[src/rtl/bcd_pkg.sv]
// Shared BCD types, digit constants and countdown FSM state encoding.
package bcd_pkg;

  typedef logic [3:0] bcd_digit_t;

  localparam bcd_digit_t BCD_MAX_DIGIT  = 4'd9;
  localparam bcd_digit_t BCD_ZERO_DIGIT = 4'd0;

  typedef enum logic [1:0] {
    IDLE = 2'd0,
    RUN  = 2'd1,
    DONE = 2'd2
  } cd_state_t;

  function automatic bcd_digit_t bcd_clamp(input bcd_digit_t d);
    return (d > BCD_MAX_DIGIT) ? BCD_MAX_DIGIT : d;
  endfunction

endpackage

[src/rtl/bcd_countdown_mod_m_tick.sv]
// Free-running modulo-M counter with synchronous clear and enable;
// tick is high for one cycle while the enabled count sits at M-1.
module mod_m_tick #(
  parameter int unsigned M = 4
) (
  input  logic clk,
  input  logic reset,
  input  logic clr,
  input  logic en,
  output logic tick
);

  localparam int unsigned W = (M > 2) ? $clog2(M) : 1;
  localparam logic [W-1:0] LAST = W'(M - 1);

  logic [W-1:0] cnt;

  always_ff @(posedge clk or posedge reset) begin
    if (reset) begin
      cnt <= '0;
    end else if (clr) begin
      cnt <= '0;
    end else if (en) begin
      cnt <= (cnt == LAST) ? '0 : cnt + W'(1);
    end
  end

  assign tick = en && (cnt == LAST);

endmodule

[src/rtl/bcd_countdown.sv]
// Loadable N-digit BCD countdown timer with run/stop control and done pulse.
// Optional auto-reload on completion: define BCD_COUNTDOWN_AUTORELOAD_EN.
module bcd_countdown
  import bcd_pkg::*;
#(
  parameter int unsigned DIGITS   = 3,
  parameter int unsigned TICK_DIV = 100_000_000
) (
  input  logic                  clk,
  input  logic                  reset,
  input  logic                  start,
  input  logic                  stop,
  input  logic [4*DIGITS-1:0]   load_val,
  output logic [4*DIGITS-1:0]   bcd_out,
  output logic                  busy,
  output logic                  zero,
  output logic                  done_tick
);

  localparam int unsigned W = 4 * DIGITS;

  cd_state_t      state;
  logic [W-1:0]   count;
  logic [W-1:0]   reload_val;
  logic [W-1:0]   load_clamped;
  logic [W-1:0]   dec_val;
  logic [DIGITS:0] borrow;
  logic           tick;
  logic           load_zero;
  logic           dec_zero;
  logic           dn_reload;

  assign borrow[0] = 1'b1;

  // Per-digit clamp of the load value and ripple-borrow decrement of the count.
  genvar g;
  generate
    for (g = 0; g < DIGITS; g++) begin : g_digit
      bcd_digit_t cur;
      assign cur                    = count[4*g +: 4];
      assign load_clamped[4*g +: 4] = bcd_clamp(load_val[4*g +: 4]);
      assign borrow[g+1]            = borrow[g] && (cur == BCD_ZERO_DIGIT);
      assign dec_val[4*g +: 4]      = !borrow[g] ? cur :
                                      (cur == BCD_ZERO_DIGIT) ? BCD_MAX_DIGIT :
                                      cur - 4'd1;
    end
  endgenerate

  assign load_zero = (load_clamped == '0);
  assign dec_zero  = (dec_val == '0);

`ifdef BCD_COUNTDOWN_AUTORELOAD_EN
  assign dn_reload = (state == DONE) && (reload_val != '0);
`else
  assign dn_reload = 1'b0;
`endif

  mod_m_tick #(
    .M (TICK_DIV)
  ) u_prescaler (
    .clk   (clk),
    .reset (reset),
    .clr   (start | dn_reload),
    .en    (busy),
    .tick  (tick)
  );

  always_ff @(posedge clk or posedge reset) begin
    if (reset) begin
      state      <= IDLE;
      count      <= '0;
      reload_val <= '0;
    end else begin
      case (state)
        IDLE: begin
          if (start && !stop) begin
            count      <= load_clamped;
            reload_val <= load_clamped;
            state      <= load_zero ? DONE : RUN;
          end
        end
        RUN: begin
          // stop has priority over both a reload and a coincident tick
          if (stop) begin
            state <= IDLE;
          end else if (start) begin
            count      <= load_clamped;
            reload_val <= load_clamped;
            state      <= load_zero ? DONE : RUN;
          end else if (tick) begin
            count <= dec_val;
            if (dec_zero) state <= DONE;
          end
        end
        DONE: begin
          if (dn_reload) begin
            count <= reload_val;
            state <= RUN;
          end else begin
            state <= IDLE;
          end
        end
        default: state <= IDLE;
      endcase
    end
  end

  assign bcd_out   = count;
  assign busy      = (state == RUN);
  assign done_tick = (state == DONE);
  assign zero      = (count == '0);

endmodule

[config.mk]
export PLATFORM = sky130hd
export DESIGN_NAME = bcd_countdown
export DESIGN_NICKNAME = d
export VERILOG_FILES = /design/src/rtl/bcd_pkg.sv /design/src/rtl/bcd_countdown_mod_m_tick.sv /design/src/rtl/bcd_countdown.sv
export SDC_FILE = /design/constraint.sdc
export NUM_CORES = 1
export LEC_CHECK = 0
export BUFFER_PORTS_ARGS = -buffer_cell sky130_fd_sc_hd__clkbuf_2
export CORE_ASPECT_RATIO = 1.4
export CORE_MARGIN = 4
export CORE_UTILIZATION = 47
export CTS_BUF_LIST = sky130_fd_sc_hd__clkbuf_16
export DETAILED_ROUTE_END_ITERATION = 10
export GPL_TIMING_DRIVEN = 1
export PLACE_DENSITY_LB_ADDON = 0.12
export SKIP_LAST_GASP = 1
export SYNTH_ARGS = -nofsm -noshare
export SYNTH_HDL_FRONTEND = slang
export SYNTH_SLANG_ARGS = --single-unit
[constraint.sdc]
create_clock -name clk -period 2.6 [get_ports clk]
set_input_delay 0.13 -clock clk [delete_from_list [all_inputs] [get_ports clk]]
set_output_delay 0.13 -clock clk [all_outputs]
set_load 0.02 [all_outputs]
Word level (Yosys, flattened, before mapping):

Index checks and enable logic that the tools add are counted.

* bits in registers: 41
* input port bits: 16
* output and inout port bits: 15

* order comparisons: 3
* reductions and logical operators: 15
* multiplexer cells: 23
* equality and inequality tests: 8
* $add $sub $neg: 4

Operators by type and width (number)
* $mux W27: 3
* $mux W12: 4
* $logic_not A12 Y1: 3
* $mux W4: 8
* $add A27 B1 Y27 const B: 1
* $eq A27 B27 Y1 const B: 1
* $pmux W12 S2: 1
* $gt A4 B4 Y1 const B: 3
* $logic_not A4 Y1: 3
* $mux W2: 6
* $sub A4 B1 Y4 const B: 3
* $ne A4 B4 Y1 const B: 2
* $ne A2 B2 Y1 const B: 2
* $pmux W2 S2: 1
* $reduce_and A4 Y1: 1
* $reduce_bool A2 Y1: 2
* $logic_and A1 B1 Y1: 3
* $ne A3 B3 Y1 const B: 1
* $reduce_and A3 Y1: 1
* $eq A2 B1 Y1 const B: 1
* $eq A2 B2 Y1 const B: 1
* $logic_not A2 Y1: 1
* $logic_not A1 Y1: 1

Logic depth before layout (Yosys ltp):

* word-level depth: 9
* depth in mapped cells: 7

Modules after synthesis:

Synthesis repeated with hierarchy kept, for this count alone.

* cell total of the unflattened synthesis: 291
* area total of the unflattened synthesis: 2606.2 sq um

By module, submodules not included
* mod_m_tick: sequential area each 675.6 sq um, cells an instance 176, times used 1, area each 1644.1 sq um
* bcd_countdown: sequential area each 350.3 sq um, cells an instance 115, times used 1, area each 962.2 sq um

Worst setup path before layout:

OpenSTA, ideal clock, no wires.

* kind: register -> output
* start point: reg count[0], in the netlist bcd_out[0]
* end point: out zero
* path buffers: 2
* arrival: 1.930 ns
* data required time: 2.470 ns
* slack: 0.540 ns
* cell stages (with the launch flop): 6
* cells stage by stage: dfrtp_1 > buf_2 > or4_1 > buf_2 > nor4_4 > nor2b_1

* longest elaborated chain between the ends: 1

RTL lines
* start: declaration: RTL line bcd_countdown.sv:23 `logic [W-1:0] count;`
* start signal: assignment: RTL line bcd_countdown.sv:77 `count <= load_clamped;`
* start signal: assignment: RTL line bcd_countdown.sv:87 `count <= load_clamped;`
* start signal: assignment: RTL line bcd_countdown.sv:91 `count <= dec_val;`
* $logic_not A12 Y1: RTL line bcd_countdown.sv:111 `assign zero = (count == '0);`
* end: declaration: RTL line bcd_countdown.sv:16 `output logic zero,`

No other way between the ends.

Worst setup path in the final report:

Ends and elaborated chain as after synthesis.

==> impl_metrics.py <==
metrics = {
    "clocking": {
        "ctsHoldBuffers": 1,
        "clock_latency_ns": 0.28,
        "clockBufferDepth": 2,
        "h-tree-depth": 2,
        "postCtsSetupRepairBufs": 0,
        "cts_buffers": 5,
        "cts.repair.resized": 0,
        "clk_pin_slew_ns": 0.06,
        "cts_tree": "done",
        "root_buffer": "clkbuf_16",
        "cts_sinks": 41,
    },
    "floorplanning": {
        "die_h_um": 95.9,
        "dieArea_um2": 6790,
        "die_w_um": 70.8,
        "rows": 31,
        "core_area_um2": 5280,
        "initial_core_util_pct": 49.2,
        "ios": 31,
    },
    "timing": {
        "skew_ns": 0.00448,
        "drv_slew": 0,
        "timing.final.ws_setup_ns": 0.284,
        "worstMarginPinSlew_ns": 1.04,
        "max_freq_mhz": 432,
        "period_minus_slack_ns": 2.32,
        "rsz0062_at_grt": "no",
        "fin_setup_tns_ns": 0,
        "whs_ns": 0.153,
        "final-hold-violation-count": 0,
        "finalSetupViolations": 0,
        "slew_headroom_pct": 30.1,
        "min_period_over_period_pct": 89.1,
    },
    "cells_and_area": {
        "finalNonFillerCells": 404,
        "nets": 354,
        "drive_gt1_share_pct": 16.6,
        "syn2layout_area_growth_pct": 14.1,
        "utilization_pct": 56.1,
        "diodes": 0,
        "final_cell_area_um2": 2960,
        "nFillCells": 515,
        "multi_input_area_um2": 1480,
        "regArea_um2": 1030,
    },
    "global_route": {
        "globalRouteMet2Util_pct": 37.3,
        "grt_pass1_wl_mm": 11.5,
        "grt_util_met3_pct": 3.34,
        "grt_busiest_layer": "met2",
        "grt_max_degree": 29,
        "gr-total-overflow": 0,
        "antenna_found_initial": 0,
        "grt_pass1_vias": 2430,
        "use_met1_pct": 24.5,
        "grt_usage_pct": 21.1,
    },
    "status": {
        "status": "complete, no violations",
    },
    "worst_setup_path": {
        "critPathArrivalTime_ns": 2.19,
        "crit_fanout": 9,
        "worstSetupStartpointType": "flip-flop",
        "required_ns": 2.47,
        "end_kind": "output pin",
        "crit_type": "reg -> out",
    },
    "power_and_ir_drop": {
        "static-leakage-power_nw": 1.25,
        "p_comb_share_pct": 16.4,
        "power.switching_mw": 0.456,
        "swShare_pct": 29.2,
        "total_power_mw": 1.56,
        "internal_power_mw": 1.11,
        "pwr-share-seq_pct": 45.5,
        "peakVddDrop_mv": 0.390,
        "power_frac_clock_pct": 38.0,
        "power_density_nw_per_um2": 528,
    },
    "yosys": {
        "synth-edff-count": 0,
        "synth_fp_nets": 323,
        "synthTopCellsByCount": "41 x dfrtp_1, 30 x nand2_1, 24 x nor2_1",
        "netlist_instances": 306,
        "synth_top_cell_area_share_pct": 39.5,
        "syn_avg_cell_area_um2": 8.48,
        "synth_top_cell_by_area": "dfrtp_1",
        "syn_area_um2": 2600,
        "synth_flop_cell": "dfrtp_1",
        "synth-seq-cells": 41,
        "yosysSeqAreaShare_pct": 39.5,
        "yosysUniqueCellTypes": 56,
        "synth_warnings": 0,
        "yosys-top-cells-area": "dfrtp_1 40%, a31oi_1 4.6%, nand2_1 4.3%, nand3_1 4.0%, nor2_1 3.5%",
        "async_reset_ff_share_pct": 100,
        "synth.most_common_cell": "dfrtp_1",
    },
    "run": {
        "maxCapViolations": 0,
    },
    "route": {
        "wl_per_cell_um": 16.7,
        "drtIter0Drc": 157,
        "drtPass1Iterations": 5,
        "drt-total-wl_mm": 6.73,
        "detail-route-antenna-nets": 0,
        "via_per_inst": 6.20,
        "vias": 2505,
        "drc": 0,
    },
    "placement": {
        "gp_congestion": 0.868,
        "place_area_um2": 2810,
        "io_buffers": 30,
        "post-place-ws_ns": 0.477,
        "place_hpwl_mm": 4.97,
        "dpl.cell_count": 395,
    },
    "hold_path": {
        "hp-class": "in -> reg",
    },
}
-- critical path, stage by stage, from the launching register on --
cell      delay, ns
dfrtp_1        0.46
or4_1          0.69
nor4_4         0.40
nor2b_1        0.17
clkbuf_2       0.17
-- layout by cell type, fill, tap and decap left out, drive strengths merged, types with 11 or more instances in the layout --
master  synthesis  routed
clkbuf          8      35
o21ai          22      22
nor4           11      11
a31oi          19      19
nand3          21      21
dfrtp          41      41
nor3           17      17
nand2          30      30
a21oi          17      17
nor2           24      24
-- routing by layer --
layer  part of all wire (%)  vias up
met5                      0        -
met4                    2.7        0
met3                    4.4       19
met2                     51       82
met1                     42     1179
li1                       -     1225
-- cell type report --
type / count / share of cell area [%]
Multi-Input combinational cell: 245 / 50.1
Inverter: 7 / 0.887
Sequential cell: 41 / 34.6
Clock inverter: 3 / 0.465
Clock buffer: 5 / 4.22
Tap cell: 66 / 2.79
Timing Repair Buffer: 37 / 6.93
-- path summary, 6_finish.rpt --
kind / slack (ns) / cells past startpoint / from / endpoint
max: 0.28 / 4 / bcd_out[0] / zero
min: 0.15 / 3 / load_val[4] / bcd_out[4]
max reg2reg: 0.47 / 5 / u_prescaler.cnt[9] / u_prescaler.cnt[18]
min reg2reg: 0.49 / 1 / u_prescaler.cnt[26] / u_prescaler.cnt[26]
max in group asynchronous: 1.44 / 4 / reset / u_prescaler.cnt[25]
min in group asynchronous: 0.49 / 3 / reset / u_prescaler.cnt[5]
-- cell families (layout without fill, tap and decap cells) --
logic type               after synthesis  after routing  synth area share, %
flip-flops                            41             41                 39.5
multiplexers                           3              3                 1.20
buffers and inverters                 20             52                 3.37
adder cells (fa/ha/maj)                1              1                0.482
XOR/XNOR                               5              5                 1.69
AO/OA/AOI/OAI                         92             92                 23.1
AND/OR/NAND/NOR                      144            144                 30.6
-- flip-flops by register name, summed over array words and instances, names as in the netlist --
name and cells:
u_prescaler.cnt 27, state 2, bcd_out 12
-- power groups by stage --
| stage | Combinational [mW] | Sequential [mW] | Clock (mW) |
|---|---|---|---|
| 3_5_place_dp | 0.258 | 0.723 | 0 |
| 6_report | 0.257 | 0.712 | 0.594 |
| 3_3_place_gp | 0.257 | 0.722 | 0 |
| 4_1_cts | 0.259 | 0.711 | 0.606 |
| 2_1_floorplan | 0.148 | 0.743 | 0 |
| 5_1_grt | 0.287 | 0.720 | 0.627 |
(Power assumes the default switching activity.)
